==> config.mk <==
export PLATFORM = sky130hd
export DESIGN_NAME = fetch_prefetch_stage
export DESIGN_NICKNAME = d
export VERILOG_FILES = /design/src/rtl/fetch_prefetch_stage.sv
export SDC_FILE = /design/constraint.sdc
export NUM_CORES = 1
export LEC_CHECK = 0
export ABC_CLOCK_PERIOD_IN_PS = 4800
export CORE_MARGIN = 3
export CORE_UTILIZATION = 50
export DETAILED_ROUTE_END_ITERATION = 7
export PLACE_DENSITY = 0.69
export SYNTH_ARGS = -nofsm -noshare
export SYNTH_HDL_FRONTEND = slang
export SYNTH_SLANG_ARGS = --single-unit
==> constraint.sdc <==
create_clock -name clk -period 4.8 [get_ports clk]
set_input_delay 0.48 -clock clk [delete_from_list [all_inputs] [get_ports clk]]
set_output_delay 0.48 -clock clk [all_outputs]
set_load 0.01 [all_outputs]
==> src/rtl/fetch_prefetch_stage.sv <==
// IF stage: owns the PC, issues in-order imem requests and buffers returned words in a
// DEPTH-entry prefetch queue feeding IF/ID. Optional perf counters under `FETCH_PERF_EN.
module fetch_prefetch_stage #(
    parameter logic [31:0] RESET_PC = 32'h0000_0000,
    parameter int unsigned DEPTH    = 4,
    parameter logic [31:0] NOP      = 32'h0000_0013
) (
    input  logic        clk,
    input  logic        rst,
    output logic        imem_req_valid,
    output logic [31:0] imem_req_addr,
    input  logic        imem_req_ready,
    input  logic        imem_rsp_valid,
    input  logic [31:0] imem_rsp_data,
    input  logic        StallD,
    input  logic        FlushD,
    input  logic        PCSrcE,
    input  logic [31:0] PCTargetE,
    output logic [31:0] InstrD,
    output logic [31:0] PCD,
    output logic [31:0] PCPlus4D,
`ifdef FETCH_PERF_EN
    output logic [31:0] perf_fetched,
    output logic [31:0] perf_bubbles,
`endif
    output logic        ValidD
);

    localparam int unsigned AW = $clog2(DEPTH);
    localparam int unsigned CW = AW + 1;
    localparam logic [CW:0]   L_DEPTH = (CW+1)'(DEPTH);
    localparam logic [AW-1:0] PTR_ONE = AW'(1);
    localparam logic [CW-1:0] CNT_ONE = CW'(1);

    logic [31:0]   r_pc;
    logic [31:0]   r_rsp_pc;
    logic [31:0]   r_q_instr [DEPTH];
    logic [31:0]   r_q_pc    [DEPTH];
    logic [AW-1:0] r_wr_ptr;
    logic [AW-1:0] r_rd_ptr;
    logic [CW-1:0] r_count;
    logic [CW-1:0] r_out;
    logic [CW-1:0] r_drop;
    logic [31:0]   r_instr_d;
    logic [31:0]   r_pc_d;
    logic [31:0]   r_pcp4_d;
    logic          r_valid_d;

    logic [CW:0]   w_occ;
    logic          w_req_valid;
    logic          w_accept;
    logic          w_kill;
    logic          w_pop;
    logic          w_push;
    logic [CW-1:0] w_out_after;

    always_comb begin
        w_occ       = {1'b0, r_out} + {1'b0, r_count};
        w_req_valid = !rst && !PCSrcE && (w_occ < L_DEPTH);
        w_accept    = w_req_valid && imem_req_ready;
        w_kill      = FlushD || PCSrcE;
        w_pop       = !w_kill && !StallD && (r_count != '0);
        w_push      = imem_rsp_valid && !PCSrcE && (r_drop == '0);
        w_out_after = r_out - CW'(imem_rsp_valid);
    end

    assign imem_req_valid = w_req_valid;
    assign imem_req_addr  = r_pc;
    assign InstrD         = r_instr_d;
    assign PCD            = r_pc_d;
    assign PCPlus4D       = r_pcp4_d;
    assign ValidD         = r_valid_d;

    always_ff @(posedge clk) begin
        if (w_push) begin
            r_q_instr[r_wr_ptr] <= imem_rsp_data;
            r_q_pc[r_wr_ptr]    <= r_rsp_pc;
        end
    end

    always_ff @(posedge clk) begin
        if (rst) begin
            r_pc     <= RESET_PC;
            r_rsp_pc <= RESET_PC;
            r_wr_ptr <= '0;
            r_rd_ptr <= '0;
            r_count  <= '0;
            r_out    <= '0;
            r_drop   <= '0;
        end else begin
            r_out <= w_out_after + CW'(w_accept);
            if (PCSrcE) begin
                r_pc     <= {PCTargetE[31:2], 2'b00};
                r_rsp_pc <= {PCTargetE[31:2], 2'b00};
                r_wr_ptr <= '0;
                r_rd_ptr <= '0;
                r_count  <= '0;
                // Every response still in flight belongs to the old path.
                r_drop   <= w_out_after;
            end else begin
                if (w_accept) begin
                    r_pc <= r_pc + 32'd4;
                end
                if (w_push) begin
                    r_wr_ptr <= r_wr_ptr + PTR_ONE;
                    r_rsp_pc <= r_rsp_pc + 32'd4;
                end
                if (imem_rsp_valid && (r_drop != '0)) begin
                    r_drop <= r_drop - CNT_ONE;
                end
                if (w_pop) begin
                    r_rd_ptr <= r_rd_ptr + PTR_ONE;
                end
                r_count <= r_count + CW'(w_push) - CW'(w_pop);
            end
        end
    end

    always_ff @(posedge clk) begin
        if (rst) begin
            r_instr_d <= NOP;
            r_pc_d    <= '0;
            r_pcp4_d  <= '0;
            r_valid_d <= 1'b0;
        end else if (w_kill) begin
            r_instr_d <= NOP;
            r_valid_d <= 1'b0;
        end else if (!StallD) begin
            if (r_count != '0) begin
                r_instr_d <= r_q_instr[r_rd_ptr];
                r_pc_d    <= r_q_pc[r_rd_ptr];
                r_pcp4_d  <= r_q_pc[r_rd_ptr] + 32'd4;
                r_valid_d <= 1'b1;
            end else begin
                r_instr_d <= NOP;
                r_valid_d <= 1'b0;
            end
        end
    end

`ifdef FETCH_PERF_EN
    logic [31:0] r_perf_fetched;
    logic [31:0] r_perf_bubbles;

    always_ff @(posedge clk) begin
        if (rst) begin
            r_perf_fetched <= '0;
            r_perf_bubbles <= '0;
        end else begin
            if (w_accept && (r_perf_fetched != '1)) begin
                r_perf_fetched <= r_perf_fetched + 32'd1;
            end
            if (!w_kill && !StallD && (r_count == '0) && (r_perf_bubbles != '1)) begin
                r_perf_bubbles <= r_perf_bubbles + 32'd1;
            end
        end
    end

    assign perf_fetched = r_perf_fetched;
    assign perf_bubbles = r_perf_bubbles;
`endif

endmodule

* After elaboration in Yosys (flattened, before gate mapping) *
Memories as Yosys holds them, arrays and structs flattened. A register that Yosys moved wholly into a read port is not among the register bits.
Cells that the tools add are included.

operators by class
  bitwise gates (word level) = 2
  reductions and logical operators = 22
  $add $sub $neg = 11
  muxes and demuxes = 14
  order comparisons = 1

operator list
  cell                                                         count
  2-to-1 mux 32 bit                                            5
  adder 32 x 3 -> 32 bit (second input constant)               3
  logical AND 1 bit                                            8
  2-to-1 mux 2 bit                                             4
  adder 3 x 1 -> 3 bit                                         2
  2-to-1 mux 3 bit                                             2
  nonzero test 2 bit                                           3
  nonzero test 3 bit                                           2
  subtractor 3 x 1 -> 3 bit                                    2
  adder 2 x 1 -> 2 bit (second input constant)                 2
  adder 3 x 3 -> 4 bit                                         1
  logical NOT 1 bit                                            4
  less-than comparator 4 x 3 -> 1 bit (second input constant)  1
  OR reduction 2 bit                                           2
  logical NOT 3 bit                                            1
  2-to-1 mux 1 bit                                             3
  AND reduction 3 bit                                          1
  subtractor 3 x 1 -> 3 bit (second input constant)            1
  inverter 1 bit                                               2
  logical OR 1 bit                                             1

word-level totals
  logic and storage cells = 65
  output and inout port bits = 130
  memories kept = 2
  input bits = 71
  register bits after elaboration = 174
  bits in writable memories = 256

memory list
  name       depth  bits a word  rd ports  clocked after memory_dff  write ports  RTL line  text
  r_q_instr  4      32           1         1                         1            37        logic [31:0] r_q_instr [DEPTH];
  r_q_pc     4      32           1         1                         1            38        logic [31:0] r_q_pc [DEPTH];

* Logic depth before layout (Yosys ltp) *
Gate-level depths: netlist (run 1).

  word-level depth = 6
  depth in mapped cells = 13
  mapped depth without buffers = 12

* Least setup slack after synthesis (run 1) *
OpenSTA, ideal clock, no wires.

  path type = register -> register
  start point = reg r_drop[0]
  end point = mem r_q_instr[0][0], enable pin
  setup slack = 1.764 ns
  path buffers = 1
  cell stages (with the launch flop) = 6
  setup time = 0.427 ns
  period minus slack after synthesis = 3.036 ns
  arrival = 2.609 ns
  required time = 4.373 ns
  cells stage by stage = dfxtp_1 > inv_1 > ha_1 > and3b_1 > buf_1 > and3_1

on the way
  word-level cells in the longest chain between the ends = 4

ends and longest elaborated chain
  item                                    RTL line  text
  start: declaration                      43        logic [CW-1:0] r_drop;
  start signal: assignment                99        r_drop <= w_out_after;
  start signal: assignment                109       r_drop <= r_drop - CNT_ONE;
  logical NOT 3 bit                       63        w_push = imem_rsp_valid && !PCSrcE && (r_drop == '0);
  logical AND 1 bit                       63
  2-to-1 mux 1 bit                        75        if (w_push) begin
  2-to-1 mux 1 bit (implied by the code)  76        r_q_instr[r_wr_ptr] <= imem_rsp_data;
  end: declaration                        37

Every way passes these cells.

* Worst setup path after layout (run 1) *
  start point = reg r_pc[2] (netlist: imem_req_addr[2])
  end point = reg r_pc[26] (netlist: imem_req_addr[26])

on the way
  word-level cells in the longest chain between the ends = 3

ends and longest elaborated chain
  item                      RTL line  text
  start: declaration        35        logic [31:0] r_pc;
  start signal: assignment  93        r_pc <= {PCTargetE[31:2], 2'b00};
  start signal: assignment  102       r_pc <= r_pc + 32'd4;
  adder 32 x 3 -> 32 bit    102
  2-to-1 mux 32 bit         101       if (w_accept) begin
  2-to-1 mux 32 bit         92        if (PCSrcE) begin

Every way passes these cells. The select of a mux whose other input is x is not followed.
A chain may end at the register's enable or synchronous reset.

==> impl_metrics.json, run 1 <==
{
  "grt_pass1_vias": 10900,
  "crit_fanout": 10,
  "status": "complete, no violations",
  "cts_max_level": 2,
  "crit_required_ns": 5.21,
  "die_x_um": 191,
  "track_usage_pct": 20.7,
  "cp_slowest_cell": "nor4_2",
  "leakage_nw": 6.66,
  "power_density_nw_per_um2": 368,
  "routedWlPerCell_um": 19.4,
  "hold_viol": 0,
  "cts.clk_slew.worst_paths_ns": 0.06,
  "rsz0062_at_grt": "no",
  "synth-seq-cells": 416,
  "initial_core_util_pct": 51.6,
  "cts.sinks": 416,
  "tritoncts": "done",
  "die_y_um": 191,
  "dp_hpwl_um": 24100,
  "setup_ws_ns": 1.96,
  "fmax_mhz": 352,
  "finClkSkew_ns": 0.0312,
  "cp-end-kind": "flip-flop",
  "grt_pass1_wl_um": 59500,
  "syn_inst": 1287,
  "finalInstanceArea_um2": 20700,
  "post_cts_buffers": 0,
  "synth_fa_ha_area_share_pct": 1.37,
  "core_region_area_um2": 33000,
  "worstPathCellList": "ha_1, nand3_1, nor4_2, nand4_1, o21a_1, o31a_1",
  "drive_gt1_share_pct": 9.66,
  "vias_per_cell": 5.73,
  "gp_congestion": 0.810,
  "grt_max_degree": 80,
  "cts_hold_buf": 0,
  "setup_violations": 0,
  "postLayoutCoreUtil_pct": 62.6,
  "numCtsBuffers": 42,
  "synth_mux_area_share_pct": 8.79,
  "fillers": 2548,
  "fin_crit_sh_pct": 59.3,
  "drcViolationCount": 0,
  "ir_drop_uv": 230,
  "drt_iter0_drc": 924,
  "antenna_found_initial": 0,
  "synth-edff-count": 248,
  "die_area_um2": 36300,
  "totalWireLength_um": 37600,
  "cts_buffer_depth": 3,
  "synth.yosys.seq_area_share_pct": 63.5,
  "stdcell_count": 1943,
  "avgSynthCellArea_um2": 13.2,
  "hp-class": "flip-flop to flip-flop",
  "fin_tns_setup_ns": 0,
  "cts_root_buffer": "clkbuf_16",
  "area_growth_pct": 21.5,
  "layout.nets": 1556,
  "synth-xor-area-share_pct": 2.57,
  "insertion_delay_ns": 0.54,
  "synth_warnings": 0,
  "worst_pin_slew_ns": 1.16,
  "overflow": 0,
  "synth_top_family_by_area": "simple AND/OR/NAND/NOR gates",
  "synth_compound_area_share_pct": 9.18,
  "startpoint_type": "flip-flop",
  "preCtsSetupSlack_ns": 1.63,
  "port_buffers": 192,
  "ioPinCount": 201,
  "dr.pass1.iters": 5,
  "yosys_most_used_dff": "edfxtp_1",
  "cp_slowest_stage_delay_ns": 0.88,
  "diodes": 0,
  "rows": 66,
  "drv_cap": 0,
  "dpl_cell_area_um2": 19300,
  "min_period_ns": 2.84,
  "antenna_left": 0,
  "synthArstFlopShare_pct": 0,
  "synth.distinct_cells": 63,
  "syn_area_um2": 17000,
  "synth-simple-area-share_pct": 11.6,
  "cp_data_arrival_time_ns": 3.26,
  "critPathKind": "flip-flop to flip-flop",
  "drv_slew": 0,
  "slew_headroom_pct": 22.7,
  "cts_resized": 0,
  "num_vias": 11100,
  "dp_cells": 1865
}
-- path summary, 6_finish.rpt --
check	startpoint	endpoint	slack, ns	depth (start not counted)
min reg2reg	PCD[25]$_SDFFE_PP0P_	PCD[25]$_SDFFE_PP0P_	0.45	2
max	imem_req_addr[2]$_SDFFE_PP0P_	imem_req_addr[26]$_SDFFE_PP0P_	1.96	6
min	PCD[25]$_SDFFE_PP0P_	PCD[25]$_SDFFE_PP0P_	0.45	2
max reg2reg	imem_req_addr[2]$_SDFFE_PP0P_	imem_req_addr[26]$_SDFFE_PP0P_	1.96	6
-- sequential cells by signal (all words and copies together) (netlist names), named ones only --
name	flops
PCPlus4D	30
r_q_instr	128
InstrD	32
r_q_pc	120
ValidD	1
r_count	3
r_rd_ptr	2
r_rsp_pc	30
r_wr_ptr	2
imem_req_addr	30
PCD	30
r_out	3
r_drop	3
-- worst max-delay path: cells and delay by family, from the launching register on --
family	cells	cell delay, ns
simple gates	3	1.53
flops	1	0.45
fa+ha+maj	1	0.21
compound gates	2	0.54
-- cells by family after synthesis --
kind of cell | Yosys count
xor gates and xnor gates | 50
and+or+nand+nor | 388
DFF | 416
buffers and inverters | 109
AOI/OAI and AO/OA | 239
muxes | 66
adders and majority gates | 18
other | 1
-- metal layers --
| layer | GRT usage (%) | up-vias | share of wire (%) |
|---|---|---|---|
| li1 | - | 5263 | - |
| met2 | 32.8 | 404 | 46 |
| met5 | 0 | - | 0 |
| met3 | 2.96 | 47 | 6.6 |
| met4 | 5.31 | 0 | 1.7 |
| met1 | 30.4 | 5429 | 46 |
-- cells in the mapped netlist (15+ instances only) --
cell type    n  area (µm²)
a211oi_1    17         128
a21boi_0    19         143
a21oi_1     55         275
a22oi_1     30         225
a31oi_1     19         119
and3_1      25         156
clkbuf_1    60         225
dfxtp_1    168        3360
edfxtp_1   248        7450
ha_1        17         213
inv_1       26        97.6
mux4_1      16         420
mux4_2      46        1040
nand2_1    115         432
nand3_1     30         150
nand4_1     23         144
nor2_1      85         319
nor3_1      25         125
nor4_1      18         113
o21a_1      15         113
o21ai_0     42         210
xnor2_1     39         342
-- power by group --
part	switching (mW)	total [mW]	internal, mW
Combinational	0.248	0.461	0.213
Clock	1.30	3.20	1.89
Sequential	0.0822	3.96	3.88
-- cells in the final DEF (no fill, tap or decap), types with 4 or more instances in the layout --
master | Yosys | layout
a31oi_1 | 19 | 19
nor4_1 | 18 | 18
nor3_1 | 25 | 25
or4_1 | 8 | 8
mux2i_1 | 4 | 4
and3_1 | 25 | 21
or3_1 | 10 | 10
nor2b_1 | 5 | 5
nand3_1 | 30 | 29
dfxtp_1 | 168 | 166
conb_1 | 1 | 6
a22oi_1 | 30 | 30
clkdlybuf4s50_1 | 0 | 191
o21a_1 | 15 | 15
o31ai_1 | 5 | 5
a311oi_1 | 9 | 9
clkinv_2 | 0 | 7
mux4_1 | 16 | 16
nand2_1 | 115 | 115
nor2_1 | 85 | 85
o31a_1 | 7 | 7
o21ai_0 | 42 | 42
a21oi_1 | 55 | 55
buf_4 | 8 | 16
xor2_1 | 11 | 11
and4_1 | 11 | 11
buf_12 | 2 | 4
edfxtp_1 | 248 | 248
mux4_2 | 46 | 46
clkbuf_1 | 60 | 14
nand4_1 | 23 | 23
clkbuf_16 | 0 | 45
a21boi_0 | 19 | 19
inv_1 | 26 | 26
and2_1 | 11 | 11
a211oi_1 | 17 | 17
ha_1 | 17 | 17
o211ai_1 | 5 | 5
and3_2 | 0 | 4
xnor2_1 | 39 | 39
-- layout make-up --
| cell class | count | area, µm² | share of cell area, % |
|---|---|---|---|
| Multi-Input combinational cell | 767 | 5730 | 27.7 |
| Clock inverter | 18 | 169 | 0.817 |
| Sequential cell | 416 | 10800 | 52.3 |
| Tap cell | 442 | 553 | 2.67 |
| Timing Repair Buffer | 212 | 2120 | 10.2 |
| Clock buffer | 60 | 1190 | 5.76 |
| Inverter | 28 | 105 | 0.508 |
-- stage by stage --
step           hold WS, ns  power (mW)
2_1_floorplan        0.475        4.28
3_3_place_gp         0.443        4.48
3_5_place_dp         0.448        4.50
4_1_cts              0.457        7.68
5_1_grt              0.467        7.89
6_report             0.454        7.62
Power figures use the tool's default switching activity.
==> run 2, diff against run 1 <==
Settings changed: ABC_CLOCK_PERIOD_IN_PS 4800 to 2800.
Clock period 4.8 ns to 2.8 ns, I/O delays scaled along.
==> impl_metrics.json, run 2 (synthesis gave the netlist of run 1 again) <==
{
  "status": "complete, no violations",
  "numCtsBuffers": 44,
  "cts_hold_buf": 0,
  "leakage_nw": 6.83,
  "drv_cap": 0,
  "largest_register_ffs": 128,
  "overflow": 0,
  "core_region_area_um2": 33000,
  "hold_viol": 0,
  "cts_resized": 0,
  "routedWlPerCell_um": 19.4,
  "cts_max_level": 2,
  "endpoint": "imem_req_valid",
  "cp.buffers_inverters": 1,
  "cts_root_buffer": "clkbuf_16",
  "rr_worst_depth": 6,
  "worst_pin_slew_ns": 0.815,
  "rsz0062_at_grt": "no",
  "antenna_found_initial": 0,
  "top_register": "r_q_instr",
  "ioPinCount": 201,
  "grt_max_degree": 80,
  "cp-end-kind": "primary output",
  "reg2reg_slack_ns": 0.35,
  "layout.nets": 1584,
  "cp_data_arrival_time_ns": 2.24,
  "totalWireLength_um": 38300,
  "drive_gt1_share_pct": 11.2,
  "dr.pass1.iters": 5,
  "initial_core_util_pct": 51.6,
  "crit_path_start": "r_count[1]$_SDFF_PP0_",
  "insertion_delay_ns": 0.54,
  "hp-class": "primary input to flip-flop",
  "area_growth_pct": 23.1,
  "hold_ws_ns": 0.367,
  "post_cts_buffers": 0,
  "grt_pass1_vias": 11100,
  "die_area_um2": 36300,
  "startpoint_type": "flip-flop",
  "finClkSkew_ns": 0.0193,
  "drv_slew": 0,
  "worstPathCellList": "ha_1, a311oi_1, and2_1, clkdlybuf4s50_1",
  "fin_tns_setup_ns": 0,
  "cp.depth": 4,
  "timing.rr.end": "PCPlus4D[28]$_SDFFE_PP0P_",
  "gp_congestion": 0.809,
  "cts.clk_slew.worst_paths_ns": 0.06,
  "drcViolationCount": 0,
  "ir_drop_uv": 372,
  "cp_slowest_cell": "clkdlybuf4s50_1",
  "dp_hpwl_um": 25100,
  "crit_fanout": 4,
  "antenna_left": 0,
  "drt_iter0_drc": 846,
  "die_x_um": 191,
  "setup_violations": 0,
  "grt_pass1_wl_um": 61100,
  "fin_crit_sh_pct": 90.0,
  "min-delay-start": "rst",
  "min_period_ns": 2.52,
  "rows": 66,
  "vias_per_cell": 5.65,
  "diodes": 0,
  "track_usage_pct": 21.3,
  "slew_headroom_pct": 45.5,
  "crit_family": "buffers and inverters",
  "die_y_um": 191,
  "tritoncts": "done",
  "num_vias": 11100,
  "cts_buffer_depth": 3,
  "power_density_nw_per_um2": 630,
  "critPathKind": "flip-flop to primary output",
  "final_common_cell": "edfxtp_1",
  "fmax_mhz": 397,
  "crit_required_ns": 2.52,
  "port_buffers": 192,
  "final_cell_mix": "edfxtp_1 (248), clkdlybuf4s50_1 (191), dfxtp_1 (166)",
  "cp_slowest_stage_delay_ns": 0.55,
  "cts.sinks": 416
}
-- run 2: cell types whose count changed in the layout (fill, tap and decap cells not counted), sizes merged --
cell | previous run | this run
buf | 21 | 47
clkinv | 10 | 22
clkbuf | 60 | 51
clkinvlp | 5 | 3
inv | 28 | 30
bufinv | 3 | 4
-- run 2: layer usage --
metal  routed length, µm  global-route usage (%)
met5                   0                       0
met2               17600                    33.7
met3                2370                    3.42
met1               17600                    31.3
met4                 642                    4.85
-- run 2: how the worst min path moves through the flow --
stage                                           endpoint  slack [ns]  cells past startpoint
after floorplan                r_q_instr[0][0]$_DFFE_PP_        0.38                      0
after global placement               ValidD$_SDFFE_PP0N_        0.45                      2
after detailed placement            PCD[28]$_SDFFE_PP0P_        0.45                      2
after CTS                 imem_req_addr[12]$_SDFFE_PP0P_        0.34                      3
after global routing           r_rsp_pc[25]$_SDFFE_PP0P_        0.36                      3
final                              r_count[1]$_SDFF_PP0_        0.37                      3
-- run 2: per-stage QoR --
stage / worst slack (ns) / utilization [%] / power (mW) / cells / cell area (µm²)
finish: 0.280 / 63.4 / 13.2 / 1973 / 21000
floorplan: 0.0277 / - / 7.33 / 1292 / 17100
global placement: 0.225 / 59.2 / 7.70 / 1891 / 19500
global route: 0.145 / 63.4 / 13.7 / 1973 / 21000
CTS: 0.248 / 63.4 / 13.3 / 1973 / 21000
detailed placement: 0.178 / 59.2 / 7.73 / 1891 / 19500
-- run 2: worst min-delay path: stages --
cell,delay [ns]
buf_2,0.20
inv_1,0.19
and3_1,0.18
-- run 2: layout make-up --
cell class              count  area [µm²]
clock buffers              51        1150
flip-flops and latches    416       10800
fillers                  2531       12100
multi-input cells         767        5730
clock inverters            31         264
inverters                  28         105
repair buffers            238        2340
well taps                 442         553
-- run 2: where the power goes --
group	switching (mW)	internal (mW)
Clock	2.28	3.32
Sequential	0.140	6.65
Combinational	0.435	0.377
==> run 3, diff against run 2 <==
Settings changed: CORE_MARGIN 3 to not set.
==> impl_metrics.json, run 3 (synthesis gave the netlist of run 1 again) <==
{
  "status": "complete, no violations",
  "overflow": 0,
  "fmax_mhz": 397,
  "grt_pass1_wl_um": 60100,
  "seq_area_um2": 10800,
  "num_vias": 11200,
  "die_x_um": 187,
  "critPathKind": "flip-flop to primary output",
  "grt_max_degree": 80,
  "busiest_layer": "met2",
  "drt_iter0_drc": 779,
  "post_cts_buffers": 0,
  "die_area_um2": 34800,
  "setup_violations": 0,
  "ir_drop_uv": 398,
  "drv_slew": 0,
  "rsz0062_at_grt": "no",
  "final_common_cell": "edfxtp_1",
  "rows": 67,
  "cts_resized": 0,
  "finalInstanceArea_um2": 20900,
  "setup_ws_ns": 0.283,
  "crit_required_ns": 2.52,
  "dr.pass1.iters": 5,
  "cts_hold_buf": 0,
  "worst_pin_slew_ns": 0.742,
  "final_cell_mix": "edfxtp_1 (248), clkdlybuf4s50_1 (191), dfxtp_1 (166)",
  "multi_input_area_um2": 5730,
  "cp-end-kind": "primary output",
  "power_density_nw_per_um2": 625,
  "hold_viol": 0,
  "port_buffers": 192,
  "hp-class": "primary input to flip-flop",
  "routedWlPerCell_um": 19.2,
  "fillers": 2578,
  "dp_hpwl_um": 24300,
  "cts_max_level": 2,
  "initial_core_util_pct": 50.8,
  "preCtsSetupSlack_ns": 0.164,
  "insertion_delay_ns": 0.53,
  "p_total_mw": 13.1,
  "grtUsageMet2_pct": 34.3,
  "startpoint_type": "flip-flop",
  "gr-usage-met3_pct": 2.88,
  "antenna_left": 0,
  "cts_buffer_depth": 3,
  "area_growth_pct": 22.9,
  "switching_share_pct": 21.4,
  "ioPinCount": 201,
  "fin_crit_sh_pct": 89.9,
  "drive_gt1_share_pct": 10.8,
  "die_y_um": 187,
  "totalWireLength_um": 37700,
  "dp_cells": 1892,
  "cts_root_buffer": "clkbuf_16",
  "gr-usage-met1_pct": 31.8,
  "slew_headroom_pct": 50.6,
  "finClkSkew_ns": 0.0178,
  "drcViolationCount": 0,
  "min_period_ns": 2.52,
  "drv_cap": 0,
  "pwr-share-seq_pct": 52.0,
  "numCtsBuffers": 42,
  "dpl_cell_area_um2": 19600,
  "switchingPower_mw": 2.80,
  "vias_per_cell": 5.67,
  "p_clk_share_pct": 41.8,
  "crit_fanout": 4,
  "cp_data_arrival_time_ns": 2.24,
  "cts.clk_slew.worst_paths_ns": 0.06,
  "stdcell_count": 1969,
  "power_frac_comb_pct": 6.2,
  "gp_congestion": 0.800,
  "antenna_found_initial": 0,
  "hold_ws_ns": 0.376,
  "intPower_mw": 10.3,
  "postLayoutCoreUtil_pct": 62.4,
  "leakage_nw": 6.79,
  "grt_pass1_vias": 10900,
  "diodes": 0,
  "top_register": "r_q_instr",
  "track_usage_pct": 21.7,
  "fin_tns_setup_ns": 0,
  "layout.nets": 1577,
  "core_region_area_um2": 33500,
  "tritoncts": "done",
  "largest_register_ffs": 128,
  "cts.sinks": 416
}
## run 3: cell count changes in the layout (fill, tap and decap cells not counted), sizes merged
cell and change:
clkinv -10, buf -5, clkinvlp -1, clkbuf +9, bufinv -1, inv -2
## run 3: final cells by class
type,instances,share of cell area (%)
sequential,416,51.7
timing repair buffer,233,11.2
clock buffer,60,5.69
clock inverter,17,0.801
inverter,28,0.502
multi-input combinational,767,27.4
tap,448,2.68
## run 3: metal layers
layer	share of wire (%)	up-vias
met5	0	-
met4	1.8	0
met3	5.7	47
met2	46	386
met1	47	5429
li1	-	5311
## run 3: critical path: stages (launching register included)
cell and delay (ns):
dfxtp_1 0.34, ha_1 0.30, a311oi_1 0.29, and2_1 0.24, clkdlybuf4s50_1 0.55
## run 3: power groups by stage
stage	clock network [mW]	logic, mW	registers (mW)
finish	5.47	0.811	6.79
floorplan	0	0.444	6.89
CTS	5.57	0.813	6.79
global placement	0	0.793	6.91
detailed placement	0	0.809	6.92
global route	5.83	0.888	6.81
## run 3: worst paths after layout
kind,to,slack (ns),cells past startpoint,from
setup / recovery,imem_req_valid,0.28,4,r_count[1]$_SDFF_PP0_
setup reg to reg,PCPlus4D[28]$_SDFFE_PP0P_,0.36,6,flip-flop
hold reg to reg,PCD[8]$_SDFFE_PP0P_,0.45,2,PCD[8]$_SDFFE_PP0P_
hold / removal,PCPlus4D[2]$_SDFFE_PP0P_,0.38,3,rst
